--- src/rtl/fetch_npc.sv ---
// IF-stage next-PC selection and IF/ID pipeline register.
// Redirects flush IF/ID; stalls hold it; a small BOOT/RUN/HOLD FSM sequences fetch after reset.
module fetch_npc #(
  parameter logic [31:0] RESET_PC = 32'h0000_0000
) (
  input  logic        clk,
  input  logic        rst,
  input  logic [31:0] pc,
  input  logic [31:0] instr,
  input  logic        stall,
  input  logic        br_taken,
  input  logic [31:0] br_target,
  input  logic        jump,
  input  logic [31:0] jump_target,
  output logic [31:0] npc,
  output logic [31:0] ifid_pc4,
  output logic [31:0] ifid_instr,
  output logic        ifid_valid,
  output logic [31:0] fetch_cnt
);

  typedef enum logic [1:0] {
    BOOT = 2'd0,
    RUN  = 2'd1,
    HOLD = 2'd2
  } state_e;

  state_e      state_q;
  logic [31:0] pc4;
  logic        redirect;
  logic [31:0] ifid_pc4_q;
  logic [31:0] ifid_instr_q;
  logic        ifid_valid_q;
  logic [31:0] fetch_cnt_q;

  assign pc4      = pc + 32'd4;
  assign redirect = br_taken | jump;

  // Redirect targets are word-aligned by dropping the low two bits.
  always_comb begin
    npc = pc4;
    if (rst)           npc = RESET_PC;
    else if (br_taken) npc = {br_target[31:2], 2'b00};
    else if (jump)     npc = {jump_target[31:2], 2'b00};
    else if (stall)    npc = pc;
  end

  always_ff @(posedge clk or posedge rst) begin
    if (rst) begin
      state_q      <= BOOT;
      ifid_pc4_q   <= '0;
      ifid_instr_q <= '0;
      ifid_valid_q <= 1'b0;
      fetch_cnt_q  <= '0;
    end else if (redirect) begin
      // Flush wins over any stall or boot bubble; pc4 is deliberately left as-is.
      state_q      <= RUN;
      ifid_instr_q <= '0;
      ifid_valid_q <= 1'b0;
    end else begin
      unique case (state_q)
        BOOT: begin
          ifid_instr_q <= '0;
          ifid_valid_q <= 1'b0;
          state_q      <= stall ? HOLD : RUN;
        end
        RUN, HOLD: begin
          if (stall) begin
            state_q <= HOLD;
          end else begin
            state_q      <= RUN;
            ifid_pc4_q   <= pc4;
            ifid_instr_q <= instr;
            ifid_valid_q <= 1'b1;
            fetch_cnt_q  <= fetch_cnt_q + 32'd1;
          end
        end
        default: state_q <= BOOT;
      endcase
    end
  end

  assign ifid_pc4   = ifid_pc4_q;
  assign ifid_instr = ifid_instr_q;
  assign ifid_valid = ifid_valid_q;
  assign fetch_cnt  = fetch_cnt_q;

endmodule

--- config.mk ---
export PLATFORM = sky130hd
export DESIGN_NAME = fetch_npc
export DESIGN_NICKNAME = d
export VERILOG_FILES = /design/src/rtl/fetch_npc.sv
export SDC_FILE = /design/constraint.sdc
export NUM_CORES = 1
export LEC_CHECK = 0
export ABC_AREA = 0
export CORE_UTILIZATION = 40
export DETAILED_ROUTE_END_ITERATION = 16
export DONT_BUFFER_PORTS = 1
export GPL_TIMING_DRIVEN = 1
export PLACE_DENSITY = 0.65
export SYNTH_ARGS = -nofsm -noshare
export SYNTH_HDL_FRONTEND = slang
export SYNTH_SLANG_ARGS = --single-unit
--- constraint.sdc ---
create_clock -name clk -period 6.8 [get_ports clk]
set_clock_uncertainty 0.2 [all_clocks]
set_input_delay 1.7 -clock clk [delete_from_list [all_inputs] [get_ports clk]]
set_output_delay 1.7 -clock clk [all_outputs]
set_load 0.03 [all_outputs]
==> results by group <==
Timing
  • Fin Hold WS: ~0.4 ns
  • Final min period: 5.69 ns
  • Fin. max-slew vios: 0
  • Total negative slack: 0 ns
  • FMAX: 176 MHz
  • Final period util: 83.7%
  • RSZ-0062 raised after global routing: no
  • Fin. Hold Viols: 0
  • Worst-Margin Slew: 1.03 ns
  • Finish-stage setup viols: 0
  • Max_slew headroom: 30.6%
  • Min setup slack post-route: 1.11 ns

Clock network
  • Largest buffer count on any clock path: 2
  • Worst skew pair latency: 0.34 ns
  • Total clock sinks: 99
  • Clk slew on worst S/H paths: 0.07 ns
  • CTS tree: yes
  • # Post-CTS Setup Buffers: 0
  • Cts repair resizes: 0
  • Root Driver: clkbuf_16
  • CTS hold repair buffers: 0
  • Total CTS buffers: 9
  • Htree depth: 3

Die
  • IO Count: 262
  • Row cnt: 42
  • Die span in x: 120 microns
  • Initial cell density of the core: 41.6%
  • Die ar.: 14400 sq um
  • Die Y: 120 microns
  • Total core area: ~13000 sq um

Worst setup path
  • Largest stage delay, worst path: between 0.6 and 0.7 ns
  • Setup CP Type: primary input to output pin
  • Crit path max fanout: 7
  • Crit start category: primary input
  • Crit-path cells: ha_1 > nand4_1 > nor2_1 > nand4_2 > or4_1 > a31oi_1
  • Critical path depth: 6
  • Worst Path Buf+Inv: 0
  • Slowest-stage cell, CP: a31oi_1
  • Setup crit end kind: output pin
  • CP required: 4.90 ns
  • Crit path DAT: 3.79 ns
  • CP top delay family: simple AND/OR/NAND/NOR gates
  • Reg2Reg Depth: 8
  • Flop2flop setup slack: 3.99 ns

Routing
  • Drt pass-1 iters: 4
  • Via/cell ratio: approximately 6.0
  • Final WL: 17500 microns
  • Routed wire per std cell: 22.9 microns
  • Via count: between 4000 and 5000
  • 1st-iter DRT viols: 331
  • DRC Markers: 0
  • Antenna Nets Post-Route: 0

Yosys
  • Synth cell count leaders: 99 x dfrtp_1, 71 x nand2_1, 44 x xnor2_1
  • Synth warn: 0
  • Synth Instances: around 590
  • Synth area leader: dfrtp_1
  • Mapped Area: ~5600 sq um
  • Fraction of registers with async set/reset: 100%
  • Synth top area share: 44.5%
  • Syn Nets: approximately 730
  • Top cells by area, synth: dfrtp_1 44%, xnor2_1 6.9%, xor2_1 6.3%
  • Number of flops mapped to enable cells by yosys: 0
  • Sequential area share after synthesis: between 40 and 50%
  • Syn avg cell area: 9.46 sq um
  • Most frequent cell after synthesis: dfrtp_1
  • Synth Flop Type: dfrtp_1
  • #FFs+latches synth: 99
  • Distinct cells, synth: 51

Layout
  • N_diodes: 0
  • Fillcell total: between 1000 and 1500
  • Fraction of layout cells with a size suffix above 1: 9.01%
  • Layout net count: 720
  • Util after Layout: 45.5%
  • Post-Layout Cell Count: 764
  • Area Overhead vs Synth: 9.50%

Pwr
  • Static Leak: 2.57 nW
  • IR drop worst, VDD: approximately 120 uV
  • Pwr per Cell Area: 246 nW/um^2

Placement
  • IO Port Bufs: 0
  • Final HPWL DP: 13500 microns
  • Dpl ws: around 1.1 ns
  • Post-Place Cells: 748
  • RD Place Congestion: 0.852

Status
  • Outcome: completed

Global route
  • Largest net degree at the start of global routing: 62
  • Initial antenna violation count: 0
  • Vias in the first global route: approximately 4600
  • First-pass GRT wire length: 26000 microns
  • Total global-route track usage: 23.9%
  • Overflow after GRT: 0

Flow run
  • Max Cap Violations: 0

Worst hold path
  • Hold Path Cell Cnt: 2
  • Hold Crit Class: flip-flop to flip-flop
[registers in the layout, summed over array words and instances, names as in the netlist]
signal	flops
ifid_instr	32
fetch_cnt	32
ifid_valid	1
ifid_pc4	32
state_q	2
[metal layers]
layer  GRT usage [%]  share of wire, %  vias up  wire length [microns]
met5               0                 0        -                      0
met4            8.59               2.0        0                    358
met1            28.1                39     2221                   6900
met2            40.2                49      226                   8610
met3            8.22               9.2       25                   1600
li1                -                 -     2104                      -
[tightest hold or removal path, cell delays in order (launching register included)]
cell and delay, ns:
dfrtp_1 0.35, ha_1 0.16, nor4b_1 0.05
[power by group]
part	leakage [nW]	internal (W)	switching, W
Clock	0.142	0.000259	0.000240
Sequential	1.30	0.000643	0.000173
Combinational	1.12	0.0000692	0.000116
[logic make-up (layout without fill, tap and decap cells)]
kind of cell | Yosys count | count (layout) | share of synthesized area, %
buffers and inverters | 49 | 48 | 3.59
flip-flops | 99 | 99 | 44.5
XOR/XNOR | 84 | 84 | 13.2
AO/OA/AOI/OAI | 126 | 126 | 15.3
AND/OR/NAND/NOR | 222 | 222 | 21.6
multiplexers | 5 | 5 | 0.943
adder cells (fa/ha/maj) | 4 | 4 | 0.898
[worst paths after layout]
check | from | to
min reg2reg | state_q[1] | state_q[1]
max | pc[2] | npc[30]
min | state_q[1] | state_q[1]
max in group asynchronous | rst | ifid_instr[13]
max reg2reg | state_q[0] | fetch_cnt[30]
min in group asynchronous | rst | ifid_pc4[20]
[cell type report]
type                            count  area, sq um  share of cell area (%)
Multi-Input combinational cell    441         2910                    47.7
Tap cell                          176          220                    3.61
Clock inverter                      7         67.6                    1.11
Inverter                           11         45.0                   0.738
Clock buffer                        9          225                    3.69
Sequential cell                    99         2480                    40.6
Timing Repair Buffer               21          158                    2.58
[metrics by stage]
stage	cell area (sq um)	power [W]
5_1_grt	6100	0.00157
6_report	6100	0.00150
4_1_cts	6100	0.00152
2_1_floorplan	5580	0.000962
3_3_place_gp	5810	0.00101
3_5_place_dp	5810	0.00101
[cells in the final DEF (no fill, tap or decap), types with 5 or more instances in the layout]
cell / synthesis / layout
a22oi_1: 5 / 5
nor2_1: 31 / 31
nor3_1: 9 / 8
and3_1: 9 / 9
a211oi_1: 14 / 14
xor2_1: 40 / 40
nor3_2: 4 / 5
dfrtp_1: 99 / 99
nand4_1: 23 / 23
a22o_1: 33 / 33
inv_1: 11 / 10
xnor2_1: 44 / 44
and2_1: 7 / 7
a21oi_1: 9 / 9
nand3_1: 30 / 30
o21ai_0: 42 / 42
buf_4: 1 / 21
clkbuf_16: 0 / 9
o22ai_1: 13 / 13
and4_1: 9 / 9
nand2_1: 71 / 71
Power figures use the tool's default switching activity.
